==> src/rtl/tnn_neuron_acc36.sv <==
// tnn_neuron_acc36 -- ternary-neuron back end for a pair of 36-input popcount units.
// Accumulates (pc_pos - pc_neg) over up to MAX_WORDS words, then thresholds the
// saturated sum into a ternary activation {-1, 0, +1} held until consumed.
// Optional feature: define TNN_ACC_PC_CLAMP_EN to clamp each popcount to 36
// before the subtraction, which bounds the error of overshooting approximate units.

module tnn_neuron_acc36 #(
   parameter int MAX_WORDS = 8,
   parameter int ACC_W     = 10,
   parameter int THR_HI    = 4,
   parameter int THR_LO    = -4
) (
   input  logic             clk,
   input  logic             rst,
   input  logic             in_valid,
   output logic             in_ready,
   input  logic [5:0]       in_pc_pos,
   input  logic [5:0]       in_pc_neg,
   input  logic             in_last,
   output logic             out_valid,
   input  logic             out_ready,
   output logic [1:0]       out_act,
   output logic [ACC_W-1:0] out_sum,
   output logic [7:0]       out_words,
   output logic             err_len
);

   typedef enum logic {
      StAcc = 1'b0,
      StOut = 1'b1
   } state_t;

   localparam logic [ACC_W-1:0]        AccMax = {1'b0, {(ACC_W-1){1'b1}}};
   localparam logic [ACC_W-1:0]        AccMin = {1'b1, {(ACC_W-1){1'b0}}};
   localparam logic signed [ACC_W-1:0] ThrHi  = ACC_W'(THR_HI);
   localparam logic signed [ACC_W-1:0] ThrLo  = ACC_W'(THR_LO);
   localparam logic [7:0]              WordLimit = 8'(MAX_WORDS);

   state_t           state_q, state_d;
   logic             inReady_q, inReady_d;
   logic [ACC_W-1:0] acc_q, acc_d;
   logic [7:0]       cnt_q, cnt_d;
   logic [1:0]       act_q, act_d;
   logic [ACC_W-1:0] sum_q, sum_d;
   logic [7:0]       words_q, words_d;
   logic             err_q, err_d;

   logic [5:0]       pcPos, pcNeg;
   logic [6:0]       diff;
   logic [ACC_W:0]   sumWide;
   logic [ACC_W-1:0] satSum;
   logic [7:0]       cntInc;
   logic             accept;
   logic             finalBeat;

   // Popcount conditioning, signed difference and saturating accumulate of one beat
   always_comb begin
`ifdef TNN_ACC_PC_CLAMP_EN
      pcPos = (in_pc_pos > 6'd36) ? 6'd36 : in_pc_pos;
      pcNeg = (in_pc_neg > 6'd36) ? 6'd36 : in_pc_neg;
`else
      pcPos = in_pc_pos;
      pcNeg = in_pc_neg;
`endif
      diff    = {1'b0, pcPos} - {1'b0, pcNeg};
      sumWide = {acc_q[ACC_W-1], acc_q} + {{(ACC_W-6){diff[6]}}, diff};
      if (sumWide[ACC_W] != sumWide[ACC_W-1]) begin
         satSum = sumWide[ACC_W] ? AccMin : AccMax;
      end else begin
         satSum = sumWide[ACC_W-1:0];
      end
      cntInc    = cnt_q + 8'd1;
      accept    = in_valid && inReady_q;
      finalBeat = in_last || (cntInc == WordLimit);
   end

   // Next-state logic: accumulate in ACC, latch the result on a final beat, release in OUT
   always_comb begin
      state_d = state_q;
      acc_d   = acc_q;
      cnt_d   = cnt_q;
      act_d   = act_q;
      sum_d   = sum_q;
      words_d = words_q;
      err_d   = err_q;
      unique case (state_q)
         StAcc: begin
            if (accept) begin
               acc_d = satSum;
               cnt_d = cntInc;
               if (finalBeat) begin
                  state_d = StOut;
                  sum_d   = satSum;
                  words_d = cntInc;
                  if ($signed(satSum) >= ThrHi) begin
                     act_d = 2'b01;
                  end else if ($signed(satSum) <= ThrLo) begin
                     act_d = 2'b11;
                  end else begin
                     act_d = 2'b00;
                  end
                  if (!in_last) begin
                     err_d = 1'b1;
                  end
               end
            end
         end
         StOut: begin
            if (out_ready) begin
               state_d = StAcc;
               acc_d   = '0;
               cnt_d   = '0;
            end
         end
         default: state_d = StAcc;
      endcase
      inReady_d = (state_d == StAcc);
   end

   // State and datapath registers; reset drops any partial sum or pending result at once
   always_ff @(posedge clk or posedge rst) begin
      if (rst) begin
         state_q   <= StAcc;
         inReady_q <= 1'b0;
         acc_q     <= '0;
         cnt_q     <= '0;
         act_q     <= 2'b00;
         sum_q     <= '0;
         words_q   <= '0;
         err_q     <= 1'b0;
      end else begin
         state_q   <= state_d;
         inReady_q <= inReady_d;
         acc_q     <= acc_d;
         cnt_q     <= cnt_d;
         act_q     <= act_d;
         sum_q     <= sum_d;
         words_q   <= words_d;
         err_q     <= err_d;
      end
   end

   assign in_ready  = inReady_q;
   assign out_valid = (state_q == StOut);
   assign out_act   = act_q;
   assign out_sum   = sum_q;
   assign out_words = words_q;
   assign err_len   = err_q;

endmodule

==> config.mk <==
export PLATFORM = sky130hd
export DESIGN_NAME = tnn_neuron_acc36
export DESIGN_NICKNAME = d
export VERILOG_FILES = /design/src/rtl/tnn_neuron_acc36.sv
export SDC_FILE = /design/constraint.sdc
export NUM_CORES = 1
export LEC_CHECK = 0
export ABC_AREA = 0
export ABC_CLOCK_PERIOD_IN_PS = 3900
export BUFFER_PORTS_ARGS = -buffer_cell sky130_fd_sc_hd__buf_2
export CAP_MARGIN = 30
export CORE_MARGIN = 10
export CORE_UTILIZATION = 56
export CTS_CLUSTER_SIZE = 16
export DETAILED_ROUTE_END_ITERATION = 10
export PLACE_DENSITY = 0.77
export SLEW_MARGIN = 10
export SYNTH_ARGS = -nofsm -noshare
export SYNTH_HDL_FRONTEND = slang
export SYNTH_SLANG_ARGS = --single-unit
==> constraint.sdc <==
create_clock -name clk -period 3.9 [get_ports clk]
set_input_delay 0.39 -clock clk [delete_from_list [all_inputs] [get_ports clk]]
set_output_delay 0.39 -clock clk [all_outputs]
set_load 0.1 [all_outputs]
# Word-level counts from Yosys, hierarchy flattened
# Cells that the tools add are included.
[word_totals]
ff_bits = 41
out_inout_bits = 23
[classes]
eq_ne = 4
n_reduce_logical = 5
mux = 14
bitwise = 3
magnitude_cmp = 2
n_addsub = 3
[ops]
columns = ["op", "n"]
rows = [
  ["$mux 10", 4],
  ["$pmux 10 s2", 1],
  ["$mux 8", 2],
  ["$pmux 8 s2", 1],
  ["$add 10x7->11", 1],
  ["$ge 10x4->1 const B", 1],
  ["$le 10x3->1 const B", 1],
  ["$add 8x1->8 const B", 1],
  ["$eq 8x4->1 const B", 1],
  ["$sub 6x6->7", 1],
  ["$mux 2", 2],
  ["$ne 2x2->1 const B", 2],
  ["$reduce_and 4->1", 1],
  ["$mux 1", 3],
  ["$not 1->1", 3],
  ["$reduce_and 3->1", 1],
  ["$pmux 1 s2", 1],
  ["$reduce_and 2->1", 1],
  ["$logic_and 1x1->1", 1],
  ["$logic_or 1x1->1", 1],
  ["$ne 1x1->1", 1],
]

# Logic depth before layout (Yosys ltp)
# Gate-level depths: netlist of the first run.
[depth]
ltp_word = 7
ltp_mapped = 22
mapped_depth_nobuf = 22

# Least setup slack after synthesis of the first run
# Ideal clock, no wire load.
[synth_path]
path_kind = "input port to flip-flop"
startpoint = "input port in_pc_pos[0]"
endpoint = "register act_q[0] (netlist: out_act[0])"
arrival_time_ns = 3.687
cell_stages = 20
n_path_buf = 1
setup_slack_ns = 0.072
cell_sequence = "inv_1 -> ha_1 -> inv_1 -> fa_1 -> a21oi_1 -> nor2_1 -> nor2_1 -> xnor2_1 -> ha_1 -> a211oi_1 -> o31ai_1 -> a21oi_1 -> o21bai_1 -> a21oi_1 -> xnor2_1 -> ha_1 -> clkbuf_1 -> o21ai_0 -> nor4_1 -> a221oi_2"
[synth_between]
elab_chain_cells = 7
[synth_lines]
columns = ["element", "line_no", "text"]
rows = [
  ["start: declaration", "17", "input logic [5:0] in_pc_pos,"],
  ["$sub 6x6->7 (*)", "65", "diff = {1'b0, pcPos} - {1'b0, pcNeg};"],
  ["$add 10x7->11 (*)", "66", "sumWide = {acc_q[ACC_W-1], acc_q} + {{(ACC_W-6){diff[6]}}, diff};"],
  ["$mux 10 / $ne 1x1->1 (equally long branches)", "68, 67", ""],
  ["$mux 10 (*)", "67", "if (sumWide[ACC_W] != sumWide[ACC_W-1]) begin"],
  ["$le 10x3->1", "97", "end else if ($signed(satSum) <= ThrLo) begin"],
  ["$mux 2", "97", ""],
  ["$mux 2 (*)", "95", "if ($signed(satSum) >= ThrHi) begin"],
  ["end signal: assignment", "136", "act_q <= act_d;"],
  ["end: declaration", "43", "logic [1:0] act_q, act_d;"],
]
# Every way passes the cells marked *; elsewhere a longest branch is shown, timed or not.
# A chain may end at the register's enable or synchronous reset.

# Final worst setup path of the first run
[layout_path]
startpoint = "input port in_pc_pos[0]"
endpoint = "register sum_q[5] (netlist: out_sum[5])"
[layout_between]
elab_chain_cells = 4
[layout_lines]
columns = ["element", "line_no", "text"]
rows = [
  ["$sub 6x6->7 (*)", "65", ""],
  ["$add 10x7->11 (*)", "66", ""],
  ["$mux 10 / $ne 1x1->1 (equally long branches)", "68, 67", ""],
  ["$mux 10 (*)", "67", ""],
  ["end signal: assignment", "137", "sum_q <= sum_d;"],
  ["end: declaration", "44", "logic [ACC_W-1:0] sum_q, sum_d;"],
]
# Marks and branches as above.

==> flow_metrics.py, run 1 <==
metrics = {
    "status": {
        "status": "finished, final reports clean",
    },
    "synthesis": {
        "synthMuxAreaShare_pct": 6.38,
        "ys_ff_latch": 41,
        "ys_types": 41,
        "synth_ff_type": "dfrtp_1",
        "syn_area_mm2": 0.00249,
        "synth-compound-area-share_pct": 21.2,
        "ys.warnings.count": 0,
        "postSynthAreaPerCell_um2": 10.3,
        "synthesis.nets": 279,
        "synth_top_area_share_pct": 41.2,
        "synth_xor_area_share_pct": 6.28,
        "ys_async_sr_fraction_pct": 100,
        "yosysSeqAreaShare_pct": 41.2,
        "synthCells": 241,
        "synth_edf_count": 0,
        "synthTopCellsByArea": "dfrtp_1 (41%), ha_1 (9.5%), o21ai_0 (5.0%), a22o_1 (4.2%), xnor2_1 (4.2%)",
        "yosys.area.top_type": "dfrtp_1",
        "synth_top_family_by_area": "compound AO/OA/AOI/OAI gates",
        "synthAdderAreaFrac_pct": 11.1,
        "synth-simple-area-share_pct": 8.94,
    },
    "placement": {
        "hpwl_um": 4070,
        "placed_cell_area_mm2": 0.00288,
        "portBuffers": 39,
        "routabilityCongestion": 0.857,
    },
    "setup_path": {
        "slowest_stage": "ha_2",
        "critPathTopFamily": "adder cells",
        "critPathKind": "primary input to flop",
        "regToRegSetupSlack_ps": 800,
        "reg2reg_to": "out_sum[5]",
        "cp_cell_sequence": "buf_2 > inv_1 > ha_1 > inv_1 > fa_2 > a21oi_2 > nor2_1 > nor2_1 > xnor2_1 > ha_1 > buf_6 > nand2_1 > o31ai_2 > a21oi_2 > o21bai_1 > a21oi_1 > xnor2_1 > ha_2 > o211ai_2 > o21ai_1 > buf_4 > mux2_2",
        "endpoint_kind": "flop",
        "required_ps": 4080,
        "cp-start-kind": "primary input",
        "r2r_cells": 11,
        "slowest_delay_ps": 370,
        "worstPathArrival_ps": 3920,
        "critPathBufInv": 5,
        "cp_max_fo": 6,
        "r2r-start": "acc_q[0]",
    },
    "sta": {
        "fin_worst_skew_ps": 2.70,
        "final_max_slew_viol_count": 0,
        "max_slew_margin_pct": 37.8,
        "hold_viol": 0,
        "rsz0062_at_grt": "yes",
        "timing.fmax_mhz": 267,
        "timing.final.crit_share_pct": 95.9,
        "setup_viol": 0,
        "fin_hold_ws_ps": 210,
        "tightest_slew_ps": 931,
        "min_period_ps": 3740,
    },
    "final_layout": {
        "multi_input_area_mm2": 0.00141,
        "antennaDiodeCount": 0,
        "register_area_mm2": 0.00103,
        "fillCellCount": 322,
        "stdcell_area_mm2": 0.00306,
        "areaGrowthSynthToFinish_pct": 22.8,
        "drive_gt1_share_pct": 32.9,
        "final_cell_mix": "dfrtp_1 (41), buf_2 (39), inv_1 (24)",
        "final_common_cell": "dfrtp_1",
        "final_nets": 342,
    },
    "global_route": {
        "grt_usage_pct": 15.1,
        "grt_antenna_before_repair": 0,
        "grt_use_met3_pct": 4.50,
        "grt_max_degree": 42,
        "first_global_vias": 1982,
        "grt_util_met1_pct": 18.5,
        "busiest_layer": "met2",
        "globalRouteOverflowTotal": 0,
        "grt_use_met2_pct": 24.6,
        "grt_pass1_wl_um": 9290,
    },
    "routing": {
        "first_pass_iters": 4,
        "ant_nets": 0,
        "drc": 0,
        "vias": 1970,
        "routed_via_density": 5.53,
        "drt_iter0_drc": 113,
        "avgRoutedWirePerCell_um": 15.6,
        "drt-total-wl_um": 5570,
    },
    "clocking": {
        "clk_latency_ps": 290,
        "cts_root_buffer": "clkbuf_8",
        "postCtsHoldBufs": 0,
        "cts.sinks": 41,
        "clock_path_buffers": 2,
        "tritoncts": "done",
        "clk_pin_slew_ps": 70,
        "htreeDepth": 2,
        "cts_made_buffers": 5,
    },
    "floorplan": {
        "num_rows": 24,
        "die_area_mm2": 0.00752,
        "die_h_um": 86.7,
        "pin_count": 40,
        "die_x_um": 86.7,
        "core_mm2": 0.00432,
        "start_util_pct": 57.6,
    },
    "job": {
        "drv_cap": 0,
    },
    "min_path": {
        "min_path_type": "primary input to asynchronous set/reset pin",
    },
}
[what timing repair did]
action / in CTS / in global routing
buffers inserted: 0 / 4
gates resized for setup: 0 / 25
endpoints found under the setup margin: 0 / 15
[cells by family after synthesis]
kind of cell,Yosys count
flip-flops,41
multiplexers,13
XOR/XNOR,17
adder cells (fa/ha/maj),21
AND/OR/NAND/NOR,44
AO/OA/AOI/OAI,75
buffers and inverters,30
[sequential cells by signal, summed over array words and instances (netlist names)]
name / count
out_sum: 10
in_ready: 1
out_valid: 1
out_act: 2
acc_q: 10
cnt_q: 8
out_words: 8
err_len: 1
[through the flow]
| step | utilization, % | setup slack (ps) | setup TNS (ps) | std cells |
|---|---|---|---|---|
| finish | 70.8 | 160 | 0 | 356 |
| global route | 70.8 | -54.3 | -186 | 356 |
| CTS | 68.5 | 137 | 0 | 352 |
| detailed placement | 66.5 | -162 | -1120 | 345 |
| global placement | 66.5 | -70.4 | -269 | 345 |
| floorplan | - | 71.6 | 0 | 241 |
[cell type report]
| type | count | area share (%) |
|---|---|---|
| Inverter | 24 | 2.94 |
| Multi-Input combinational cell | 170 | 46.1 |
| Clock buffer | 7 | 2.82 |
| Timing Repair Buffer | 62 | 12.5 |
| Tap cell | 52 | 2.13 |
| Sequential cell | 41 | 33.5 |
[cell usage after synthesis (all sizes together) (4+ instances only)]
library cell / n
a211oi: 4
o21ai: 25
dfrtp: 41
o21bai: 6
mux2: 11
a21oi: 13
nand3: 6
a22o: 12
inv: 24
nor2: 11
nand2: 15
xor2: 5
ha: 19
xnor2: 12
o31ai: 4
[routing by layer]
layer | routed length, µm | up-vias
li1 | - | 978
met4 | 75 | 0
met3 | 293 | 12
met1 | 2510 | 940
met2 | 2690 | 40
met5 | 0 | -
[worst register-to-register path: stages (launching register included)]
cell,delay (ps)
dfrtp_1,390
ha_1,230
fa_1,410
a21oi_1,200
a2bb2oi_1,290
a211oi_1,150
o21ai_1,230
ha_2,370
o211ai_2,110
o21ai_1,160
buf_4,180
mux2_2,250
[worst max-delay path by stage]
| stage | startpoint | endpoint | slack, ps | depth (start not counted) |
|---|---|---|---|---|
| after floorplan | in_pc_pos[0] | out_act[0] | 70 | 20 |
| after global placement | in_pc_pos[0] | out_act[1] | -70 | 21 |
| after detailed placement | in_pc_pos[0] | out_act[1] | -160 | 20 |
| after CTS | in_pc_pos[0] | out_act[1] | 140 | 21 |
| after global routing | in_pc_pos[0] | out_act[0] | -50 | 25 |
| final | in_pc_pos[0] | out_sum[5] | 160 | 22 |
Power of run 1 is left out: the tool's default activity adds up to more than one toggle a clock period on the data nets, which glitch-free logic cannot reach.
==> run 2, diff against run 1 <==
--- a/config.mk
+++ b/config.mk
@@ -9,11 +9,13 @@
 export ABC_CLOCK_PERIOD_IN_PS = 3900
 export BUFFER_PORTS_ARGS = -buffer_cell sky130_fd_sc_hd__buf_2
 export CAP_MARGIN = 30
+export CELL_PAD_IN_SITES_DETAIL_PLACEMENT = 1
+export CELL_PAD_IN_SITES_GLOBAL_PLACEMENT = 1
 export CORE_MARGIN = 10
-export CORE_UTILIZATION = 56
+export CORE_UTILIZATION = 44
 export CTS_CLUSTER_SIZE = 16
 export DETAILED_ROUTE_END_ITERATION = 10
-export PLACE_DENSITY = 0.77
+export PLACE_DENSITY = 0.78
 export SLEW_MARGIN = 10
 export SYNTH_ARGS = -nofsm -noshare
 export SYNTH_HDL_FRONTEND = slang
==> flow_metrics.py, run 2 (synthesized netlist as in run 1, its figures left out) <==
metrics = {
    "status": {
        "status": "complete, but fails checks",
        "violations": "setup timing",
    },
    "final_layout": {
        "final_cell_mix": "dfrtp_1 (41), buf_2 (38), inv_1 (22), buf_4 (22), o21ai_0 (20)",
        "final_common_cell": "dfrtp_1",
        "antennaDiodeCount": 0,
        "areaGrowthSynthToFinish_pct": 28.2,
        "drive_gt1_share_pct": 36.8,
        "fillCellCount": 626,
        "register_area_mm2": 0.00103,
        "final_nets": 345,
        "multi_input_area_mm2": 0.00147,
    },
    "clocking": {
        "cts_root_buffer": "clkbuf_8",
        "clk_pin_slew_ps": 80,
        "clk_latency_ps": 300,
        "clock_path_buffers": 2,
        "cts.sinks": 41,
        "htreeDepth": 2,
        "cts_made_buffers": 5,
        "tritoncts": "done",
    },
    "routing": {
        "first_pass_iters": 4,
        "drt-total-wl_um": 6730,
        "drc": 0,
        "avgRoutedWirePerCell_um": 17.8,
        "drt_iter0_drc": 124,
        "vias": 2081,
        "ant_nets": 0,
        "routed_via_density": 5.49,
    },
    "global_route": {
        "grt_max_degree": 42,
        "first_global_vias": 2231,
        "grt_pass1_wl_um": 10500,
        "grt_usage_pct": 14.4,
        "globalRouteOverflowTotal": 0,
        "grt_antenna_before_repair": 0,
    },
    "setup_path": {
        "cp_common_cell": "a21oi_2",
        "cp_cell_sequence": "buf_6 > inv_4 > ha_4 > inv_4 > fa_2 > a21oi_2 > nor2_1 > nor2_2 > xnor2_1 > ha_1 > buf_6 > a211oi_4 > o31ai_4 > a21oi_2 > o21bai_1 > a21oi_2 > xnor2_2 > buf_4 > ha_4 > nor2_4 > nand4bb_1 > o31ai_2 > o31ai_1",
        "endpoint_kind": "flop",
        "slowest_delay_ps": 400,
        "critPathKind": "primary input to flop",
        "critPathBufInv": 5,
        "cp_max_fo": 7,
        "critPathTopFamily": "compound AO/OA/AOI/OAI gates",
        "cp-start-kind": "primary input",
        "slowest_stage": "fa_2",
        "worstPathArrival_ps": 4060,
        "required_ps": 4040,
    },
    "floorplan": {
        "die_h_um": 95.3,
        "start_util_pct": 45.3,
        "num_rows": 27,
        "die_area_mm2": 0.00908,
        "pin_count": 40,
        "die_x_um": 95.3,
        "core_mm2": 0.00551,
    },
    "sta": {
        "rsz0062_at_grt": "yes",
        "hold_viol": 0,
        "setup_viol": 1,
        "max_slew_margin_pct": 36.6,
        "fin_worst_skew_ps": 5.20,
        "timing.final.ws_setup_ps": -19.8,
        "tightest_slew_ps": 948,
        "fin_hold_ws_ps": 204,
        "final_max_slew_viol_count": 0,
        "timing.final.crit_share_pct": 101,
        "min_period_ps": 3920,
        "timing.fmax_mhz": 255,
    },
    "placement": {
        "portBuffers": 39,
        "routabilityCongestion": 0.912,
        "hpwl_um": 4750,
    },
    "job": {
        "drv_cap": 0,
    },
    "min_path": {
        "min_path_type": "primary input to asynchronous set/reset pin",
    },
}
==> run 2: changes by cell type in the layout (fill, tap and decap cells not counted), moves of 2 or more <==
cell     change
o21ai_0      +4
o21ai_1      -6
ha_1         -2
o21ai_2      +2
ha_4         +2
inv_1        -2
inv_4        +2
buf_6        +4
==> run 2: timing repair <==
| action | in CTS | in global routing |
|---|---|---|
| setup endpoints to repair | 0 | 20 |
| gates resized for setup | 0 | 39 |
| hold buffers | 0 | 0 |
| setup buffers | 0 | 5 |
==> run 2: layout make-up <==
cell class	count	share of cell area (%)
inverter	24	2.98
sequential	41	32.1
clock buffer	5	2.15
timing repair buffer	65	12.9
tap	72	2.82
multi-input combinational	170	45.9
clock inverter	2	1.10
==> run 2: worst reg2reg max path: stages (launching register included) <==
cell       delay, ps
dfrtp_1          400
ha_1             230
fa_1             410
a21oi_1          230
a2bb2oi_1        320
a211oi_1         150
o21ai_1          300
ha_4             290
nor2_4           120
nand4bb_1        150
o31ai_2          350
o31ai_1          120
==> run 2: final timing paths <==
path,startpoint,to,slack [ps],cells past startpoint
max in group asynchronous,rst,acc_q[7],3330,3
min in group clk,in_last,err_len,280,2
min,rst,out_valid,200,3
max,in_pc_pos[0],out_act[1],-20,23
min reg2reg,out_words[5],out_words[5],470,2
max reg2reg,acc_q[0],out_act[1],680,11
==> run 2: metrics by stage <==
stage	worst slack [ps]	std cells	setup TNS [ps]	util, %	instance area [µm²]
finish	-19.8	379	-19.8	58.0	3190
CTS	54.6	374	0	54.7	3010
floorplan	71.6	241	0	-	2490
global placement	-77.3	367	-407	52.8	2910
global route	-225	379	-2030	58.0	3190
detailed placement	-247	367	-3080	52.8	2910
==> run 2: layer usage <==
layer  part of all wire (%)  track usage, %
met5                      0               0
met4                    2.4            3.74
met1                     42            17.6
met2                     51            24.8
met3                    4.5            3.53
Power of run 2 is left out for the same reason.
